`src/rtl/case_sel_pkg.sv`:
```
// Shared types for the case-select datapath:
// select classes, key constants and the operand bundle.
package case_sel_pkg;

  localparam int OP_N     = 32;
  localparam int OP_SEQ_W = 8;

  localparam int SEL_K42 = 42;
  localparam int SEL_K69 = 69;

  typedef enum logic [1:0] {
    CLS_LOW  = 2'd0,
    CLS_42   = 2'd1,
    CLS_69   = 2'd2,
    CLS_NONE = 2'd3
  } cls_t;

  typedef struct packed {
    logic [OP_N-1:0]     valA;
    logic [OP_N-1:0]     valB;
    logic [OP_N-1:0]     valC;
    cls_t                cls;
    logic [OP_SEQ_W-1:0] seq;
  } operand_t;

endpackage

```
`src/rtl/case_sel_classify.sv`:
```
// Combinational valA classifier; the downstream
// select stage reuses it for its own checks.
module case_sel_classify
  import case_sel_pkg::*;
#(
  parameter int N = 32
) (
  input  logic [N-1:0] val,
  output cls_t         cls
);

  always_comb begin
    cls = CLS_NONE;
    unique case (1'b1)
      (val[N-1:1] == '0):     cls = CLS_LOW;
      (val == N'(SEL_K42)):   cls = CLS_42;
      (val == N'(SEL_K69)):   cls = CLS_69;
      default:                cls = CLS_NONE;
    endcase
  end

endmodule

```
`src/rtl/case_operand_skid.sv`:
```
// Operand stage: 2-entry skid buffer with registered
// ready, pre-classified selector and sequence tag.
module case_operand_skid
  import case_sel_pkg::*;
#(
  parameter int N     = 32,
  parameter int SEQ_W = 8
) (
  input  logic             clk,
  input  logic             rst,
  input  logic             IN_inValid,
  output logic             OUT_inReady,
  input  logic [N-1:0]     IN_valA,
  input  logic [N-1:0]     IN_valB,
  input  logic [N-1:0]     IN_valC,
  output logic             OUT_outValid,
  input  logic             IN_outReady,
  output logic [N-1:0]     OUT_valA,
  output logic [N-1:0]     OUT_valB,
  output logic [N-1:0]     OUT_valC,
  output logic [1:0]       OUT_cls,
  output logic [SEQ_W-1:0] OUT_seq
);

  typedef struct packed {
    logic [N-1:0]     valA;
    logic [N-1:0]     valB;
    logic [N-1:0]     valC;
    cls_t             cls;
    logic [SEQ_W-1:0] seq;
  } op_t;

  op_t              main_q, main_d;
  op_t              skid_q, skid_d;
  op_t              in_op;
  logic             mainv_q, mainv_d;
  logic             skidv_q, skidv_d;
  logic             rdy_q;
  logic [SEQ_W-1:0] seq_q;
  cls_t             in_cls;
  logic             acc, cons;

  case_sel_classify #(.N(N)) u_cls (
    .val (IN_valA),
    .cls (in_cls)
  );

  assign acc  = IN_inValid && rdy_q;
  assign cons = mainv_q && IN_outReady;

  always_comb begin
    in_op.valA = IN_valA;
    in_op.valB = IN_valB;
    in_op.valC = IN_valC;
    in_op.cls  = in_cls;
    in_op.seq  = seq_q;
  end

  // rdy_q mirrors !skidv_q, so acc never lands on a full skid
  always_comb begin
    main_d  = main_q;
    mainv_d = mainv_q;
    skid_d  = skid_q;
    skidv_d = skidv_q;
    if (cons) begin
      if (skidv_q) begin
        main_d  = skid_q;
        skidv_d = 1'b0;
      end else if (acc) begin
        main_d = in_op;
      end else begin
        mainv_d = 1'b0;
      end
    end else if (acc) begin
      if (mainv_q) begin
        skid_d  = in_op;
        skidv_d = 1'b1;
      end else begin
        main_d  = in_op;
        mainv_d = 1'b1;
      end
    end
  end

  always_ff @(posedge clk) begin
    if (rst) begin
      main_q  <= '0;
      skid_q  <= '0;
      mainv_q <= 1'b0;
      skidv_q <= 1'b0;
      rdy_q   <= 1'b1;
      seq_q   <= '0;
    end else begin
      main_q  <= main_d;
      skid_q  <= skid_d;
      mainv_q <= mainv_d;
      skidv_q <= skidv_d;
      rdy_q   <= !skidv_d;
      if (acc)
        seq_q <= seq_q + 1'b1;
    end
  end

  assign OUT_inReady  = rdy_q;
  assign OUT_outValid = mainv_q;
  assign OUT_valA     = main_q.valA;
  assign OUT_valB     = main_q.valB;
  assign OUT_valC     = main_q.valC;
  assign OUT_cls      = main_q.cls;
  assign OUT_seq      = main_q.seq;

endmodule

```
`config.mk`:
```
export PLATFORM = sky130hd
export DESIGN_NAME = case_operand_skid
export DESIGN_NICKNAME = d
export VERILOG_FILES = /design/src/rtl/case_sel_pkg.sv /design/src/rtl/case_sel_classify.sv /design/src/rtl/case_operand_skid.sv
export SDC_FILE = /design/constraint.sdc
export NUM_CORES = 1
export LEC_CHECK = 0
export ABC_AREA = 1
export CORE_MARGIN = 1.5
export CORE_UTILIZATION = 33
export CTS_BUF_LIST = sky130_fd_sc_hd__clkbuf_4
export CTS_CLUSTER_DIAMETER = 200
export DETAILED_ROUTE_END_ITERATION = 8
export GPL_TIMING_DRIVEN = 0
export PLACE_DENSITY_LB_ADDON = 0.05
export SYNTH_ARGS = -nofsm -noshare
export SYNTH_HDL_FRONTEND = slang
export SYNTH_SLANG_ARGS = --single-unit
```
`constraint.sdc`:
```
create_clock -name clk -period 1.3 [get_ports clk]
set_input_delay 0.195 -clock clk [delete_from_list [all_inputs] [get_ports clk]]
set_output_delay 0.195 -clock clk [all_outputs]
set_load 0.02 [all_outputs]
```
==> results of run 1 <==
[what timing repair did]
action / in CTS / in global routing
cloned: 3 / 30
resized for setup: 908 / 378
endpoints found under the hold margin: 0 / 0
setup buffers: 19 / 8
setup endpoints to repair: 324 / 324
pin swaps: 3 / 76
[power groups by stage]
stage / sequential, mW / clock [mW] / combinational (mW)
final: 7.75 / 6.34 / 3.56
after global routing: 7.80 / 6.91 / 3.81
after CTS: 7.71 / 6.51 / 2.93
after detailed placement: 7.72 / 0 / 2.63
after global placement: 7.73 / 0 / 2.62
after floorplan: 8.06 / 0 / 0.884
[state kept, by name (all words and copies together) (netlist names)]
name          count
OUT_cls           2
skidv_q           1
OUT_outValid      1
skid_q          106
OUT_valA         32
OUT_valB         32
seq_q             8
OUT_seq           8
OUT_inReady       1
OUT_valC         32
[stage by stage]
step / worst slack (ns) / setup TNS [ns] / instance area, sq um / utilization
after floorplan: -0.000499 / -0.0190 / 8690 / -
after global placement: -0.868 / -157.21 / 11200 / 0.432
after detailed placement: -0.874 / -160.16 / 11200 / 0.432
after CTS: -0.170 / -28.74 / 12900 / 0.497
after global routing: -0.206 / -33.19 / 14600 / 0.564
final: -0.124 / -14.22 / 14600 / 0.564
[area by class of cell]
type / instances / area, sq um
Timing Repair Buffer: 267 / 3270
Buffer: 90 / 1000
Antenna cell: 1 / 2.50
Clock inverter: 11 / 50.0
Fill cell: 2488 / 11300
Sequential cell: 223 / 4610
Clock buffer: 95 / 713
Tap cell: 335 / 419
Multi-Input combinational cell: 815 / 4420
Inverter: 25 / 119
[kinds of logic (layout without fill, tap and decap cells)]
| family | after synthesis | after routing | share of synthesized area |
|---|---|---|---|
| other cells | 0 | 1 | 0 |
| fa+ha+maj | 1 | 1 | 0.00144 |
| simple gates | 471 | 471 | 0.207 |
| buf+inv | 116 | 488 | 0.0629 |
| compound gates | 343 | 343 | 0.214 |
| flops | 223 | 223 | 0.515 |
[worst max-delay path: cells and delay by family (launching register included)]
| family | cells | cell delay (ns) |
|---|---|---|
| buf+inv | 4 | 0.50 |
| compound gates | 3 | 0.39 |
| simple gates | 1 | 0.10 |
| flops | 1 | 0.36 |
[how the worst max path moves through the flow]
stage / from / end / slack, ns / depth (start not counted)
floorplan: OUT_outValid / skid_q[100] / -0.0005 / 9
global placement: rst / OUT_valB[23] / -0.87 / 7
detailed placement: rst / OUT_valB[21] / -0.87 / 7
CTS: OUT_outValid / skid_q[72] / -0.17 / 9
global route: rst / skid_q[88] / -0.21 / 6
finish: OUT_outValid / OUT_valC[25] / -0.12 / 8
[cell usage after synthesis (all sizes together)]
cell / number / area, sq um
a31oi: 104 / 651
ha: 1 / 12.5
nor2: 226 / 866
a21oi: 19 / 95.1
a22oi: 1 / 7.51
o21ai: 219 / 1100
buf: 44 / 272
inv: 25 / 93.8
dfxtp: 223 / 4460
clkbuf: 47 / 180
nor3: 4 / 20.0
nand4: 1 / 6.26
nand3: 5 / 25.0
nand2: 235 / 882
[per-layer routing]
metal / up-vias / global-route usage
met5: - / 0
met4: 0 / 0.0614
met3: 45 / 0.0609
met2: 255 / 0.338
met1: 4282 / 0.266
li1: 4606 / -
==> flow_metrics.py, run 1 <==
metrics = {
    "worst_setup_path": {
        "reg2reg_slack_ns": -0.12,
        "critPathKind": "reg -> reg",
        "r2r_start": "OUT_outValid",
        "crit_fanout": 10,
        "crit_path_end_kind": "flip-flop",
        "cp_slowest_cell": "dfxtp_4",
        "arrival_ns": 1.98,
        "ff2ff_path_depth": 8,
        "crit_chain": "inv_4, o21ai_4, nand2_4, inv_8, clkbuf_16, buf_8, o21ai_0, a31oi_1",
        "cp.required_ns": 1.86,
        "critical-path-max-stage-delay_ns": 0.36,
        "r2r-end": "OUT_valC[25]",
        "cp-start-kind": "flip-flop",
    },
    "timing": {
        "timing.final.crit_share": 1.10,
        "worstMarginPinSlew_ns": 0.560,
        "finalWorstSetupSlack_ns": -0.124,
        "finalHoldViolations": 0,
        "rsz0062_at_grt": "yes",
        "hold_slack_ns": 0.134,
        "final.min_clock_period_ns": 1.42,
        "maxSlewHeadroom": 0.627,
        "max_freq_ghz": 0.702,
        "maxSlewViolCount": 0,
        "final.setup_skew_ns": 0.0424,
        "setup_violations": 238,
    },
    "global_route": {
        "grt_usage": 0.208,
        "grt_pass1_wl_um": 43900,
        "antenna_found_initial": 1,
        "grt_max_degree": 11,
        "globalRouteOverflowTotal": 0,
        "grt_pass1_vias": 8452,
    },
    "logic_synthesis": {
        "synth.distinct_cells": 22,
        "yosysWarningCount": 0,
        "syn-num-nets": 1255,
        "ys_seq_elements": 223,
        "seq_area_frac_synth": 0.515,
        "avgSynthCellArea_sq_um": 7.52,
        "syn-cell-area_sq_um": 8670,
        "synth_cells": 1154,
    },
    "finish": {
        "drive_above_1_share": 0.402,
        "num-nets-final": 1589,
        "syn_to_final_growth_pct": 68.4,
        "final_common_cell": "nand2_1",
        "fin_cells": 1862,
        "final_cell_mix": "nand2_1 (233), nor2_1 (154), buf_6 (120)",
    },
    "job": {
        "drv_cap": 0,
    },
    "clock_tree": {
        "clk_latency_ns": 0.66,
        "clock_sinks": 223,
        "clk_pin_slew_ns": 0.06,
        "cts_tree": "yes",
        "htree_levels": 3,
        "cts_buffers": 66,
        "clockRootBuffer": "clkbuf_4",
        "cts_buffer_depth": 3,
        "cts_hold_buf": 0,
    },
    "power_and_ir_drop": {
        "seq_power_share": 0.439,
        "p_sw_mw": 5.11,
        "ir_drop_uv": 657,
        "clock_power_share": 0.359,
        "p_per_area_nw_per_um2": 1210,
        "swShare": 0.290,
        "p_total_mw": 17.6,
        "power_leakage_nw": 5.96,
        "power_frac_comb": 0.202,
        "p_int_mw": 12.5,
    },
    "outcome": {
        "status": "finished, violations left",
        "failed_checks": "setup timing",
    },
    "die": {
        "core_sq_um": 25900,
        "dieArea_sq_um": 27300,
        "start_util": 0.335,
        "io_pins": 208,
        "dieWidth_um": 165,
        "rows": 59,
        "dieHeight_um": 165,
    },
    "min_path": {
        "hold_path_class": "in -> reg",
        "min_to": "OUT_valB[16]",
        "worstHoldStart": "IN_valB[16]",
        "whs_path_depth": 3,
    },
    "place": {
        "gp_congestion": 0.764,
        "io_buffers": 207,
        "dp_hpwl_um": 18900,
        "place_inst": 1696,
    },
    "drt": {
        "wl_met2_um": 14800,
        "route.detailed.drc": 0,
        "wl_per_cell_um": 16.9,
        "drt-met1-wl_um": 14200,
        "highest_layer": "met4",
        "drt-initial-drc-count": 519,
        "vias": 9188,
        "route.met3.wl_um": 2070,
        "final_antenna_net_count": 0,
        "via_per_inst": 4.93,
        "drt-pass1-iter-count": 5,
        "drt-total-wl_um": 31500,
    },
}
Power figures use the tool's default switching activity.
==> run 2: changes to the inputs <==
--- a/config.mk
+++ b/config.mk
@@ -6,6 +6,7 @@
 export NUM_CORES = 1
 export LEC_CHECK = 0
 export ABC_AREA = 1
+export CORE_ASPECT_RATIO = 0.9
 export CORE_MARGIN = 1.5
 export CORE_UTILIZATION = 33
 export CTS_BUF_LIST = sky130_fd_sc_hd__clkbuf_4
==> constraint.sdc (replaced) <==
create_clock -name clk -period 1.55 [get_ports clk]
set_input_delay 0.2325 -clock clk [delete_from_list [all_inputs] [get_ports clk]]
set_output_delay 0.2325 -clock clk [all_outputs]
set_load 0.02 [all_outputs]
==> flow_metrics.py, run 2 (synthesis results as in run 1) <==
metrics = {
    "outcome": {
        "status": "finished, final reports clean",
    },
    "finish": {
        "final_cell_mix": "nand2_1 (233), dfxtp_1 (221), nor2_1 (217)",
        "fin_cells": 1814,
        "drive_above_1_share": 0.207,
        "largest_reg_flops": 106,
        "num-nets-final": 1531,
        "largest-register": "skid_q",
        "final_common_cell": "nand2_1",
        "syn_to_final_growth_pct": 35.9,
    },
    "place": {
        "dp_hpwl_um": 19200,
        "io_buffers": 207,
        "gp_congestion": 0.788,
        "place_inst": 1709,
        "place_ws_ns": -0.725,
    },
    "clock_tree": {
        "cts_tree": "yes",
        "clk_latency_ns": 0.70,
        "clockRootBuffer": "clkbuf_4",
        "cts_buffer_depth": 3,
        "htree_levels": 2,
        "clk_pin_slew_ns": 0.07,
        "cts_buffers": 60,
        "clock_sinks": 223,
    },
    "global_route": {
        "antenna_found_initial": 2,
        "grt_max_degree": 17,
        "grt_pass1_wl_um": 45900,
        "grt_use_met1": 0.283,
        "grt_pass1_vias": 8745,
        "met3_usage": 0.0603,
        "top_usage_layer": "met2",
        "grt_usage": 0.210,
        "use_met2": 0.327,
        "globalRouteOverflowTotal": 0,
    },
    "timing": {
        "final.min_clock_period_ns": 1.49,
        "max_freq_ghz": 0.670,
        "final.setup_skew_ns": 0.0393,
        "setup_violations": 0,
        "worstMarginPinSlew_ns": 0.571,
        "finalHoldViolations": 0,
        "finalWorstSetupSlack_ns": 0.0572,
        "timing.final.crit_share": 0.963,
        "hold_slack_ns": 0.151,
        "rsz0062_at_grt": "yes",
        "maxSlewViolCount": 0,
        "maxSlewHeadroom": 0.620,
        "fin_tns_setup_ns": 0,
    },
    "job": {
        "drv_cap": 0,
    },
    "worst_setup_path": {
        "critPathKind": "reg -> out",
        "r2r_start": "OUT_outValid",
        "crit_chain": "clkdlybuf4s15_2",
        "cp-start-kind": "flip-flop",
        "crit_path_start": "OUT_valC[4]",
        "arrival_ns": 1.26,
        "cp_slowest_cell": "dfxtp_1",
        "reg2reg_slack_ns": 0.08,
        "critical-path-max-stage-delay_ns": 0.33,
        "r2r-end": "skid_q[77]",
        "critPathBufInv": 1,
        "cp.required_ns": 1.32,
        "crit_fanout": 2,
        "crit_path_end_kind": "primary output",
        "ff2ff_path_depth": 10,
        "crit_family": "flip-flops",
    },
    "min_path": {
        "worstHoldStart": "IN_valB[21]",
        "min_to": "OUT_valB[21]",
        "hold_path_class": "in -> reg",
        "whs_path_depth": 3,
    },
    "power_and_ir_drop": {
        "p_total_mw": 13.8,
        "p_per_area_nw_per_um2": 1170,
        "power_leakage_nw": 5.21,
        "ir_drop_uv": 453,
    },
    "die": {
        "dieHeight_um": 157,
        "core_sq_um": 25900,
        "rows": 56,
        "start_util": 0.335,
        "io_pins": 208,
        "dieWidth_um": 174,
        "dieArea_sq_um": 27300,
    },
    "drt": {
        "final_antenna_net_count": 0,
        "drt-initial-drc-count": 597,
        "route.detailed.drc": 0,
        "via_per_inst": 4.83,
        "vias": 8765,
        "drt-pass1-iter-count": 5,
        "drt-total-wl_um": 28600,
        "wl_per_cell_um": 15.8,
    },
}
-- run 2: repair_timing --
action / CTS / global route
hold buffers: 0 / 0
buffers inserted: 4 / 2
pin swaps: 2 / 5
gates resized for setup: 458 / 123
gates cloned: 0 / 1
hold endpoints to repair: 0 / 0
endpoints found under the setup margin: 321 / 212
-- run 2: how the worst max path moves through the flow --
| stage | to | slack, ns | cells after the start |
|---|---|---|---|
| 2_1_floorplan | OUT_valA[13] | 0.1 | 9 |
| 3_3_place_gp | OUT_valB[23] | -0.67 | 7 |
| 3_5_place_dp | OUT_valB[24] | -0.73 | 7 |
| 4_1_cts | OUT_valA[2] | 0.001 | 8 |
| 5_1_grt | seq_q[6] | -0.006 | 6 |
| 6_report | OUT_valC[4] | 0.06 | 1 |
-- run 2: per-stage QoR --
step / cell area (sq um) / utilization
finish: 11800 / 0.455
global route: 11800 / 0.455
CTS: 11600 / 0.447
global placement: 11200 / 0.431
detailed placement: 11200 / 0.431
floorplan: 8670 / -
-- run 2: report_power, final --
| group | internal, mW | total, mW | switching (mW) |
|---|---|---|---|
| Sequential | 6.13 | 6.35 | 0.215 |
| Clock | 3.03 | 5.39 | 2.36 |
| Combinational | 0.845 | 2.08 | 1.23 |
| Total | 10.0 | 13.8 | 3.81 |
-- run 2: cell type report --
class,count,area (sq um)
Multi-Input combinational cell,815,3700
Timing Repair Buffer,214,1640
Buffer,91,669
Antenna cell,3,7.51
Sequential cell,223,4470
Tap cell,348,435
Fill cell,2749,14100
Clock buffer,88,661
Inverter,25,98.8
Clock inverter,7,105
-- run 2: routing by layer --
layer / share of wire / up-vias
li1: - / 4449
met1: 0.48 / 4007
met2: 0.43 / 265
met3: 0.078 / 44
met4: 0.017 / 0
met5: 0 / -
==> run 3: changes to the inputs <==
--- a/config.mk
+++ b/config.mk
@@ -6,6 +6,7 @@
 export NUM_CORES = 1
 export LEC_CHECK = 0
 export ABC_AREA = 1
+export ABC_CLOCK_PERIOD_IN_PS = 1550
 export CORE_ASPECT_RATIO = 0.9
 export CORE_MARGIN = 1.5
 export CORE_UTILIZATION = 33
==> results of run 3 <==
No change in the layout: final DEF, timing and power equal those of run 2.
